===== src/rtl/ncl_pkg.sv =====
// Shared dual-rail (NCL) encodings, stage FSM states and helpers.
package ncl_pkg;

  typedef logic [1:0] dr_t;

  localparam dr_t DR_NULL  = 2'b00;
  localparam dr_t DR_DATA0 = 2'b01;
  localparam dr_t DR_DATA1 = 2'b10;

  // EMPTY: waiting for a carry wavefront; FULL: outputs hold DATA;
  // DRAIN: outputs NULL, waiting for the upstream carry to return to NULL.
  typedef enum logic [1:0] {
    EMPTY = 2'b00,
    FULL  = 2'b01,
    DRAIN = 2'b10
  } stage_state_t;

  // True only for the two legal DATA codes; NULL and 2'b11 are not data.
  function automatic logic dr_is_data(input dr_t d);
    return (d == DR_DATA0) || (d == DR_DATA1);
  endfunction

  // Encode a single bit as a dual-rail DATA code.
  function automatic dr_t dr_encode(input logic v);
    return v ? DR_DATA1 : DR_DATA0;
  endfunction

endpackage


===== src/rtl/ncl_gates.sv =====
// Combinational NCL helper gates shared by the counter stage and benches.
//   ncl_th12   : 2-input threshold gate, any-rail completion detect.
//   ncl_thnotn : inverted completion with init gating; drives the DATA1 rail
//                of the constant source feeding stage 0.

module ncl_th12 (
  input  logic a,
  input  logic b,
  output logic out
);
  assign out = a | b;
endmodule



===== src/rtl/two_d_int_counter_ring.sv =====
// One-bit dual-rail ripple-counter digit with a clocked four-phase
// completeness handshake. Chain carryout -> carryin to build N-bit counters.
// Optional macro DUAL_RAIL_CHECK_EN adds a sticky proto_err output that flags
// illegal carry codes and completions rising while the outputs are NULL.

module two_d_int_counter_ring
  import ncl_pkg::*;
#(
  parameter logic INIT_STATE = 1'b0
) (
  input  logic clk,
  input  logic init,
  output dr_t  sum,
  input  logic sumcomp,
  output dr_t  carryout,
  input  logic carryoutcomp,
  input  dr_t  carryin,
  output logic carryincomp
`ifdef DUAL_RAIL_CHECK_EN
  ,
  output logic proto_err
`endif
);

  stage_state_t state, state_nxt;
  logic         state_bit, bit_nxt;
  dr_t          sum_nxt, carry_nxt;
  logic         cin_any;
  logic         cin_one;

  // Any rail high means the upstream carry has not yet returned to NULL.
  ncl_th12 u_cin_detect (
    .a   (carryin[0]),
    .b   (carryin[1]),
    .out (cin_any)
  );

  assign cin_one = carryin[1];

  // Next-state and next-output decode for the EMPTY/FULL/DRAIN handshake.
  always_comb begin
    // NOTE: every variable gets a default first so no path leaves it unassigned,
    // which keeps this block purely combinational (no inferred latches).
    state_nxt = state;
    bit_nxt   = state_bit;
    sum_nxt   = sum;
    carry_nxt = carryout;
    unique case (state)
      EMPTY: begin
        // Capture only a legal DATA code with both consumers idle; 2'b11 holds.
        if (dr_is_data(carryin) && !sumcomp && !carryoutcomp) begin
          sum_nxt   = dr_encode(state_bit ^ cin_one);
          carry_nxt = dr_encode(state_bit & cin_one);
          bit_nxt   = state_bit ^ cin_one;
          state_nxt = FULL;
        end
      end
      FULL: begin
        // Both outputs return to NULL together, never individually.
        if (sumcomp && carryoutcomp) begin
          sum_nxt   = DR_NULL;
          carry_nxt = DR_NULL;
          state_nxt = DRAIN;
        end
      end
      DRAIN: begin
        if (!cin_any) state_nxt = EMPTY;
      end
      default: state_nxt = EMPTY;
    endcase
  end

  // State, stored bit and registered outputs; init overrides everything.
  always_ff @(posedge clk) begin
    // NOTE: sequential state uses non-blocking assignments so every register
    // samples the pre-edge values, independent of statement order.
    if (init) begin
      state       <= EMPTY;
      state_bit   <= INIT_STATE;
      sum         <= DR_NULL;
      carryout    <= DR_NULL;
      carryincomp <= 1'b0;
    end else begin
      state       <= state_nxt;
      state_bit   <= bit_nxt;
      sum         <= sum_nxt;
      carryout    <= carry_nxt;
      carryincomp <= (state_nxt != EMPTY);
    end
  end

`ifdef DUAL_RAIL_CHECK_EN
  logic sumcomp_q, carryoutcomp_q;
  logic comp_rise;

  assign comp_rise = (sumcomp & ~sumcomp_q) | (carryoutcomp & ~carryoutcomp_q);

  // Sticky protocol error: illegal carry code or a completion rising on NULL outputs.
  always_ff @(posedge clk) begin
    if (init) begin
      proto_err      <= 1'b0;
      sumcomp_q      <= 1'b0;
      carryoutcomp_q <= 1'b0;
    end else begin
      sumcomp_q      <= sumcomp;
      carryoutcomp_q <= carryoutcomp;
      if ((carryin == 2'b11) || (comp_rise && !dr_is_data(sum))) proto_err <= 1'b1;
    end
  end
`endif

endmodule


===== config.mk =====
export PLATFORM = sky130hd
export DESIGN_NAME = two_d_int_counter_ring
export DESIGN_NICKNAME = d
export VERILOG_FILES = /design/src/rtl/ncl_pkg.sv /design/src/rtl/ncl_gates.sv /design/src/rtl/two_d_int_counter_ring.sv
export SDC_FILE = /design/constraint.sdc
export NUM_CORES = 1
export LEC_CHECK = 0
export ABC_AREA = 1
export CAP_MARGIN = 20
export CORE_AREA = 2 2 39 41
export DETAILED_ROUTE_END_ITERATION = 6
export DIE_AREA = 0 0 41 43
export PLACE_DENSITY_LB_ADDON = 0.25
export SLEW_MARGIN = 25
export SYNTH_ARGS = -nofsm -noshare
export SYNTH_HDL_FRONTEND = slang
export SYNTH_SLANG_ARGS = --single-unit

===== constraint.sdc =====
create_clock -name clk -period 1.06 [get_ports clk]
set_input_delay 0.212 -clock clk [delete_from_list [all_inputs] [get_ports clk]]
set_output_delay 0.212 -clock clk [all_outputs]
set_load 0.1 [all_outputs]

### Word-level counts from Yosys, hierarchy flattened

Index checks and enable logic that the tools add are counted.

| cells by class | value |
|---|---|
| equality and inequality tests | 6 |
| mux-type cells | 11 |
| bitwise gates (word level) | 3 |
| reduce and logical (&&, ||, !) cells | 11 |

Operators with widths:

| cell | count |
|---|---|
| $mux W2 | 8 |
| $pmux W2 S2 | 2 |
| $pmux W2 S3 | 1 |
| $eq A2 B1 Y1 const B | 2 |
| $eq A2 B2 Y1 const B | 2 |
| $ne A2 B2 Y1 const B | 2 |
| $reduce_bool A2 Y1 | 2 |
| $logic_and A1 B1 Y1 | 3 |
| $reduce_and A3 Y1 | 1 |
| $logic_not A1 Y1 | 2 |
| $logic_not A2 Y1 | 1 |
| $reduce_and A2 Y1 | 1 |
| $and A1 B1 Y1 | 1 |
| $logic_or A1 B1 Y1 | 1 |
| $or A1 B1 Y1 | 1 |
| $xor A1 B1 Y1 | 1 |

| word-level totals | value |
|---|---|
| bits in registers | 8 |
| input bits | 6 |
| output and inout bits | 5 |

### Longest topological paths before layout

| depth | value |
|---|---|
| depth after elaboration | 7 |
| mapped depth | 7 |
| depth with buffers taken out | 7 |

### Cells and area by module

Synthesis repeated with hierarchy kept, for this count alone.

| second synthesis, totals | value |
|---|---|
| cells, all modules | 54 |
| area total of the unflattened synthesis | 376.6 µm² |

By module, submodules not included:

| module | instances | cells each | area each (µm²) |
|---|---|---|---|
| two_d_int_counter_ring | 1 | 51 | 365.4 |
| ncl_th12 | 1 | 3 | 11.3 |

### Worst setup path after synthesis

Ideal clock, no wire load.

| timing | value |
|---|---|
| path type | flip-flop to flip-flop |
| start point | reg, netlist name carryout[1] |
| end point | reg carryout[1] |
| data arrival time | 1203 ps |
| required time | 990 ps |
| path slack | -213 ps |
| cell stages (with the launch flop) | 3 |
| buffers on the path | 0 |
| period minus slack after synthesis | 1273 ps |
| cells stage by stage | dfxtp_1 nand3_1 a21oi_1 |

RTL lines:

| item | line | source |
|---|---|---|
| to (signal assigned) | two_d_int_counter_ring.sv:87 | `carryout <= carry_nxt;` |
| to (decl) | two_d_int_counter_ring.sv:15 | `output dr_t carryout,` |

### Worst setup path after layout

| timing | value |
|---|---|
| start point | reg carryout[0] |
| end point | out carryout[0] |

No word-level cell between the ends.

==> summary.txt <==
Power and ir drop
  • Psw: 257 µW
  • Power Total: 802 µW
  • Pleak: 0.000320 µW
  • P per Cell Area: 1230 nW/µm²
  • Peak VDD IR: 0.581 mV
  • Sw Share: 0.321
  • Comb power frac: 0.288
  • Clock share of power: 0.294
  • Internal Pwr Total: 545 µW
  • Sequential share of power: 0.417

Drt
  • DRC violations left: 0
  • Antenna-violating nets left: 0
  • Detailed Route Iter0 Violations: 10
  • DR WL/cell: 9.47 µm
  • DR pass1 iterations: 4
  • Detailed-route vias per instance: 4.37
  • Wirelength, routed: 786 µm
  • Via count: 363

Logic synthesis
  • Warnings from Yosys: 0
  • Syn nets: 57
  • Average cell area after synthesis: 7.66 µm²
  • #FFs+latches synth: 8
  • Cell Area, Synth: 375 µm²
  • Post-synth cell types: 13
  • Synth Instances: 49
  • Sequential share of the synthesized area: 0.427

Clock network
  • CTS Buf Count: 3
  • Clk pin slew, worst setup/hold paths: 0.05 ns
  • Max Buffers Root-to-Sink: 2
  • Clock sink count: 8
  • Clock latency at the later pin of the worst-skew pair: 0.26 ns
  • Htree depth: 1
  • Hold_buf cts: 0
  • CTS tree: yes
  • Clk root buf: clkbuf_4

Finish
  • Area of the multi-input gates: 214 µm²
  • Fill cell count: 130
  • Layout area overhead: 74.3%
  • Antenna Cells: 0
  • Non-Filler Instances: 83
  • Reg area: 169 µm²
  • Share of cells above drive strength 1: 0.522
  • NumNets Final: 77

Placed design
  • Place WS: -0.509 ns
  • Routability Congestion: 0.765
  • DP Wirelength: 547 µm
  • Placed Cells: 77
  • IO Port Bufs: 10

Setup path
  • Type of origin of the critical path: flip-flop
  • Setup CP Type: flip-flop to primary output
  • Crit end category: primary output
  • Worst R2R Start: state[1]
  • Worst Path Max Fanout: 2
  • Top delay family on crit path: flip-flops
  • Cell Chain, Critical Path: buf_12
  • Critical path data arrival time: 0.80 ns
  • Reg2Reg Setup Slack: 0.07 ns
  • Critical path's slowest cell: dfxtp_2
  • Max incr delay on CP: 0.36 ns
  • WP buf/inv: 1
  • CP Data Required Time: 0.85 ns
  • Critical Path Start: carryout[0]

Timing
  • Finish-stage setup viols: 0
  • Fin. Hold Viols: 0
  • Final min period: 1.01 ns
  • Hold_ws: 0.408 ns
  • RSZ-0062 raised after global routing: yes
  • Upper clock frequency limit: 991 MHz
  • Worst Max-Slew Pin Slew: 0.256 ns
  • Slew HR: 0.829
  • TNS Setup: 0 ns
  • Tcrit/Tclk final: 0.952
  • Final Max Tran Viols: 0
  • Final worst slack: 0.0505 ns
  • Clk_skew: 0.00483 ns

Floorplan
  • Initial core utilization: 0.271
  • Core area: 1380 µm²
  • I/O pin count: 11
  • Die height: 43 µm
  • FP Rows: 14
  • Width of the die: 41 µm
  • Die area: 1760 µm²

Status
  • Status: completed

Global route
  • Remaining global-route overflow: 0
  • Largest net degree at the start of global routing: 7
  • Initial antenna violation count: 0
  • Vias in the first global route: 330
  • GRT Util Overall: 0.112
  • First-pass GRT wire length: 1280 µm

Worst hold path
  • HP Start: carryoutcomp
  • Worst hold path class: input port to flip-flop

Job
  • Max-cap violation count: 0
==> Yosys cell counts, drive strengths merged <==
| cell | number | area (µm²) |
|---|---|---|
| nor2 | 9 | 52.6 |
| nand3 | 3 | 15.0 |
| inv | 10 | 37.5 |
| o21ai | 2 | 10.0 |
| a21oi | 5 | 25.0 |
| ha | 2 | 25.0 |
| dfxtp | 8 | 160 |
| nand2 | 9 | 43.8 |
| nand4 | 1 | 6.26 |
==> what timing repair did <==
| action | 4_1_cts | 5_1_grt |
|---|---|---|
| setup buffers | 0 | 3 |
| setup endpoints to repair | 8 | 8 |
| pin swaps | 5 | 5 |
| resized for setup | 6 | 13 |
==> sequential cells by signal, summed over array words and instances, names as in the netlist <==
name	flops
state	2
state_bit	1
sum	2
carryout	2
carryincomp	1
==> final timing paths <==
check | to | cells after the start
hold reg to reg | state_bit | 2
setup reg to reg | carryincomp | 5
setup / recovery | carryout[0] | 1
hold / removal | state[0] | 4
==> final cells by class <==
class,instances,area share
Sequential cell,8,0.258
Tap cell,16,0.0306
Clock buffer,3,0.0344
Timing Repair Buffer,15,0.293
Inverter,10,0.0574
Multi-Input combinational cell,31,0.327
==> cell families (layout without fill, tap and decap cells) <==
logic type	count (synthesis)	count (layout)	share of synthesized area
buf+inv	10	28	0.100
compound gates	7	7	0.0933
flops	8	8	0.427
fa+ha+maj	2	2	0.0667
simple gates	22	22	0.313
==> stage by stage <==
| step | utilization | cell area (µm²) |
|---|---|---|
| after floorplan | - | 382 |
| after global placement | 0.410 | 567 |
| after detailed placement | 0.410 | 567 |
| after CTS | 0.437 | 604 |
| after global routing | 0.473 | 654 |
| final | 0.473 | 654 |
==> worst register-to-register path: cells and delay by family (launching register included) <==
kind,cells,cell delay [ns]
AO/OA/AOI/OAI,2,0.22
buffers and inverters,1,0.05
flip-flops,1,0.34
AND/OR/NAND/NOR,2,0.31
==> per-layer routing <==
metal,vias up,global-route usage,share of wire
met3,5,0.0314,0.065
met4,0,0.100,0.048
li1,190,-,-
met2,12,0.144,0.47
met1,156,0.142,0.42
met5,-,0,0
==> power groups by stage <==
stage	clock (µW)	combinational (µW)	sequential, µW
4_1_cts	241	216	333
3_3_place_gp	0	209	339
5_1_grt	258	247	336
3_5_place_dp	0	208	339
2_1_floorplan	0	61.0	403
6_report	236	231	335
==> placed cells by master, fill, tap and decap left out, drive strengths merged <==
master,instances
dfxtp,8
inv,10
nand4,1
clkdlybuf4s50,1
clkdlybuf4s15,1
nor2,9
buf,10
dlymetal6s2s,2
o21ai,2
nand2,9
dlygate4sd2,1
clkbuf,3
nand3,3
a21oi,5
ha,2
Power figures use the tool's default switching activity.
